<file path="src/rtl/am_key_receiver.sv">
// am_key_receiver: recovers the beep envelope from a 1-bit carrier, locks to per-bit sync beeps and decodes the key LSB-first
module am_key_receiver #(
   parameter int PERIOD_LOG2    = 26,
   parameter int KEY_W          = 64,
   parameter int HOLD_CYCLES    = 65536,
   parameter int SYNC_GAP_SLOTS = 4
) (
   input  logic             clk,
   input  logic             rst_n,
   input  logic             antena_in,
   output logic [KEY_W-1:0] key_out,
   output logic             key_valid,
   output logic             sync_err,
   output logic             busy,
   output logic [6:0]       bit_cnt
);
   localparam int SLOT    = 2 ** (PERIOD_LOG2 - 3);
   localparam int GAP_MAX = SYNC_GAP_SLOTS * SLOT;
   localparam int HW      = $clog2(HOLD_CYCLES + 1);
   localparam int GW      = $clog2(GAP_MAX + 1);
   localparam logic [PERIOD_LOG2-1:0] SYNC_PT = PERIOD_LOG2'(SLOT / 2);
   localparam logic [PERIOD_LOG2-1:0] DATA_PT = PERIOD_LOG2'(2 * SLOT + SLOT / 2);

   typedef enum logic [1:0] {HUNT, ARMED, RECV, DONE} state_t;

   state_t                 state, state_n;
   logic [2:0]             sync;
   logic [HW-1:0]          hold;
   logic [GW-1:0]          gap;
   logic                   env_d;
   logic [PERIOD_LOG2-1:0] phase;
   logic [KEY_W-1:0]       shift;

   wire              rise     = sync[1] & ~sync[2];
   wire              env      = hold != '0;
   wire              env_rise = env & ~env_d;
   wire              gap_full = gap == GW'(GAP_MAX);
   wire [KEY_W-1:0]  shift_n  = {env, shift[KEY_W-1:1]};

   assign busy = (state == ARMED) || (state == RECV);

   // synchronise the carrier, stretch its rising edges into an envelope and time the silence
   always_ff @(posedge clk or negedge rst_n) begin
      if (!rst_n) begin
         sync  <= '0;
         hold  <= '0;
         env_d <= 1'b0;
         gap   <= '0;
      end else begin
         sync  <= {sync[1:0], antena_in};
         hold  <= rise ? HW'(HOLD_CYCLES) : (env ? hold - 1'b1 : hold);
         env_d <= env;
         gap   <= env ? '0 : (gap_full ? gap : gap + 1'b1);
      end
   end

   // state register
   always_ff @(posedge clk or negedge rst_n) begin
      if (!rst_n) state <= HUNT;
      else        state <= state_n;
   end

   // next state and single-cycle status pulses
   always_comb begin
      state_n   = state;
      sync_err  = 1'b0;
      key_valid = 1'b0;
      case (state)
         HUNT:  state_n = gap_full ? ARMED : HUNT;
         ARMED: state_n = env_rise ? RECV : ARMED;
         RECV: begin
            if (phase == SYNC_PT && !env) begin
               sync_err = 1'b1;
               state_n  = HUNT;
            end else if (phase == DATA_PT && bit_cnt == 7'(KEY_W - 1)) begin
               state_n = DONE;
            end
         end
         default: begin
            key_valid = 1'b1;
            state_n   = HUNT;
         end
      endcase
   end

   // bit timing and key assembly; key_out loads on entry to DONE so it is already new while key_valid is high
   always_ff @(posedge clk or negedge rst_n) begin
      if (!rst_n) begin
         phase   <= '0;
         shift   <= '0;
         bit_cnt <= '0;
         key_out <= '0;
      end else if (state == ARMED && env_rise) begin
         phase   <= '0;
         shift   <= '0;
         bit_cnt <= '0;
      end else if (state == RECV) begin
         phase <= phase + 1'b1;
         if (sync_err) begin
            bit_cnt <= '0;
         end else if (phase == DATA_PT) begin
            shift   <= shift_n;
            bit_cnt <= bit_cnt + 1'b1;
            if (bit_cnt == 7'(KEY_W - 1)) key_out <= shift_n;
         end
      end
   end
endmodule

</file>
<file path="config.mk">
export PLATFORM = sky130hd
export DESIGN_NAME = am_key_receiver
export DESIGN_NICKNAME = d
export VERILOG_FILES = /design/src/rtl/am_key_receiver.sv
export SDC_FILE = /design/constraint.sdc
export NUM_CORES = 1
export LEC_CHECK = 0
export CAP_MARGIN = 20
export CORE_ASPECT_RATIO = 0.7
export CORE_MARGIN = 2
export CORE_UTILIZATION = 44
export DETAILED_ROUTE_END_ITERATION = 16
export SYNTH_ARGS = -nofsm -noshare
export SYNTH_HDL_FRONTEND = slang
export SYNTH_SLANG_ARGS = --single-unit
</file>
<file path="constraint.sdc">
create_clock -name clk -period 3.2 [get_ports clk]
set_input_delay 0.48 -clock clk [delete_from_list [all_inputs] [get_ports clk]]
set_output_delay 0.48 -clock clk [all_outputs]
set_load 0.01 [all_outputs]
</file>
==> run_results.csv, run 1 <==
group,metric,value,unit
setup_path,critPathTopFamily,"simple AND/OR/NAND/NOR gates",
setup_path,crit_chain,"or4_4 -> nor4_4 -> buf_4 -> nand3_4 -> and3_2 -> or4_4 -> buf_12 -> mux2_4",
setup_path,cp_slowest_cell,"or4_4",
flow_run,drv_cap,0,
global_routing,grt_first_pass_wirelength,31100,µm
place,globalplace.congestion,0.722,
sta,worst_pin_slew,1.00,ns
synth,ys_seq_elements,209,
synth,yosysWarnings,0,
setup_path,worstPathArrival,3.45,ns
floorplan,initial_core_util,44.6,%
finish,area_growth,19.7,%
route,drc,0,
synth,synth_nets,849,
setup_path,worst-path-buf-inv,2,
power,p_leak,5.01,nW
place,place_hpwl,10900,µm
cts,cts_buffer_depth,3,
cts,clk_pin_slew,0.06,ns
setup_path,critical_path.startpoint_type,"flop",
setup_path,cp_num_cells,8,
sta,post-route-min-period,3.07,ns
synth,syn_avg_cell_area,11.0,µm²
floorplan,die_width,177,µm
power,peakVddDrop,0.000309,V
setup_path,regToRegEndpoint,"key_out[61]$_DFFE_PN0P_",
route,wl_per_cell,15.0,µm
power,powerDensity,534,nW/µm²
synth,async_reset_ff_share,100,%
global_routing,grt.total_usage,17.1,%
global_routing,grt_antenna_before_repair,0,
setup_path,crit_start,"hold[7]$_DFFE_PN0P_",
route,ant_nets,0,
global_routing,gr-total-overflow,0,
finish,drive_gt1_share,13.2,%
sta,tns,0,ns
place,port_buffers,76,
setup_path,timing.rr.start,"hold[7]$_DFFE_PN0P_",
route,dr.first_iter.drc_count,413,
floorplan,fp.coreArea,20600,µm²
setup_path,crit_path_end_kind,"flop",
global_routing,grt_max_degree,92,
finish,postLayoutCoreUtil,53.3,%
setup_path,ff2ff_setup_slack,0.13,ns
setup_path,r2r_cells,8,
synth,yosys-top-cells-area,"dfrtp_1 (57%), mux2_4 (8.0%), nand2_1 (6.1%)",
floorplan,die-area,22000,µm²
floorplan,row_count,44,
route,viasPerCell,5.03,
sta,hold_viol,0,
cts,tritoncts,"done",
synth,synth_edf_count,0,
route,num_vias,6029,
route,wl,18000,µm
global_routing,grt_pass1_vias,6011,
setup_path,worstPathMaxFanout,65,
cts,cts.sinks,209,
sta,fmax,0.325,GHz
finish,layout.nets,924,
synth,synth_flop_cell,"dfrtp_1",
sta,slew_violations,0,
synth,synthesis.area,9170,µm²
synth,yosysUniqueCellTypes,47,
route,first_pass_iters,5,
finish,mostFrequentLayoutCell,"dfrtp_1",
setup_path,required,3.58,ns
floorplan,die_height,125,µm
setup_path,crit_top_cell,"or4_4",
synth,netlist_instances,835,
synth,synth_top_area_share,57.0,%
setup_path,max_stage_delay,0.60,ns
cts,ctsHtreeMaxLevel,1,
cts,clkLatencyLatePin,0.50,ns
sta,rsz0062_at_grt,"false",
sta,final-setup-viol-count,0,
floorplan,io_pins,77,
finish,fillCellCount,1805,
cts,root_buffer,"clkbuf_16",
synth,synth_top_area_cell,"dfrtp_1",
synth,yosysSeqAreaShare,57.0,%
hold_path,whs_path_depth,0,
status,status,"finished, final reports clean",
cts,numCtsBuffers,21,
place,placed_area,10200,µm²
finish,fin_area,11000,µm²
setup_path,endpoint,"key_out[61]$_DFFE_PN0P_",
sta,min_period_over_period,96.0,%
sta,fin_skew,0.0101,ns
finish,antenna_cells,0,
finish,final_cell_mix,"dfrtp_1 (209), nand2_1 (149), nor2_1 (81)",
hold_path,min_path_type,"flop to flop",
sta,slew_headroom,33.0,%
setup_path,critical_path_class,"flop to flop",
-- worst reg2reg max path, delay by kind of cell (launching register included) --
family	cells	cell delay, ns
and+or+nand+nor	5	1.67
DFF	1	0.43
muxes	1	0.43
buffers and inverters	2	0.42
-- report_power, final --
group	internal (mW)	total, mW	switching [mW]
Sequential	2.73	2.81	0.0844
Clock	1.54	2.55	1.02
Combinational	0.202	0.495	0.294
Total	4.47	5.86	1.39
-- kinds of logic after synthesis --
family / count (synthesis) / synth area share (%)
multiplexers: 70 / 10.5
buffers and inverters: 55 / 2.76
AND/OR/NAND/NOR: 333 / 16.6
XOR/XNOR: 60 / 5.73
adder cells (fa/ha/maj): 11 / 1.50
AO/OA/AOI/OAI: 97 / 5.85
flip-flops: 209 / 57.0
-- flip-flops by register name, summed over array words and instances (netlist names) --
| register | cells |
|---|---|
| key_out | 64 |
| shift | 63 |
| gap | 26 |
| phase | 26 |
| hold | 17 |
| bit_cnt | 7 |
| sync | 3 |
| state | 2 |
| env_d | 1 |
-- metrics by stage --
step / hold WS, ns / setup slack, ns / std cells / power [mW]
after floorplan: 0.184 / 0.373 / 835 / 3.19
after detailed placement: 0.339 / 0.241 / 1159 / 3.33
final: 0.366 / 0.127 / 1199 / 5.86
after global placement: 0.346 / 0.281 / 1159 / 3.32
after CTS: 0.367 / 0.133 / 1199 / 5.94
after global routing: 0.377 / 0.0211 / 1199 / 6.12
-- how the worst min path moves through the flow --
stage | slack, ns | end | start
after floorplan | 0.18 | bit_cnt[0]$_DFFE_PN0P_ | rst_n
after global placement | 0.35 | sync[1]$_DFF_PN0_ | sync[0]$_DFF_PN0_
after detailed placement | 0.34 | sync[1]$_DFF_PN0_ | sync[0]$_DFF_PN0_
after CTS | 0.37 | sync[1]$_DFF_PN0_ | sync[0]$_DFF_PN0_
after global routing | 0.38 | sync[1]$_DFF_PN0_ | sync[0]$_DFF_PN0_
final | 0.37 | sync[1]$_DFF_PN0_ | sync[0]$_DFF_PN0_
-- what timing repair did --
| action | CTS | global route |
|---|---|---|
| buffers inserted | 3 | 0 |
| hold endpoints to repair | 54 | 0 |
| resized for setup | 2 | 0 |
| hold buffers | 1 | 0 |
| endpoints found under the setup margin | 1 | 0 |
-- per-layer routing --
| layer | track usage [%] | wire (µm) |
|---|---|---|
| met1 | 26.6 | 9340 |
| met2 | 25.0 | 7780 |
| met3 | 2.81 | 589 |
| met4 | 3.79 | 331 |
| met5 | 0 | 0 |
-- synth_stat cells, types with 2 or more instances --
library cell / n
o31ai_1: 2
xor2_1: 30
o21ai_0: 8
xnor2_1: 30
o211ai_1: 2
buf_1: 2
nor2b_1: 6
and2_1: 2
mux2_4: 49
clkbuf_1: 30
nor3_1: 12
and4_1: 5
a21oi_1: 72
inv_1: 16
or4_4: 2
nor4b_1: 4
mux2_2: 16
dfrtp_1: 209
nor2_1: 81
nand3_1: 24
nor4_1: 9
nand2_1: 149
ha_1: 11
nand4_1: 10
mux2i_1: 5
or3_1: 10
and3_1: 14
buf_6: 6
-- area by class of cell --
cell class              instances  area [µm²]  share of cell area [%]
multi-input cells             571        3700                    33.7
well taps                     276         345                    3.15
flip-flops and latches        209        5230                    47.6
clock buffers                  27         588                    5.36
inverters                      16        60.1                   0.547
repair buffers                 91         928                    8.46
clock inverters                 9         124                    1.13
Power figures use the tool's default switching activity.
==> run 2: changes to the inputs <==
--- a/config.mk
+++ b/config.mk
@@ -13,3 +13,4 @@
 export SYNTH_ARGS = -nofsm -noshare
 export SYNTH_HDL_FRONTEND = slang
 export SYNTH_SLANG_ARGS = --single-unit
+export TNS_END_PERCENT = 5
==> results of run 2 <==
Same layout as run 1: the final DEF is identical, and so are final timing and power.
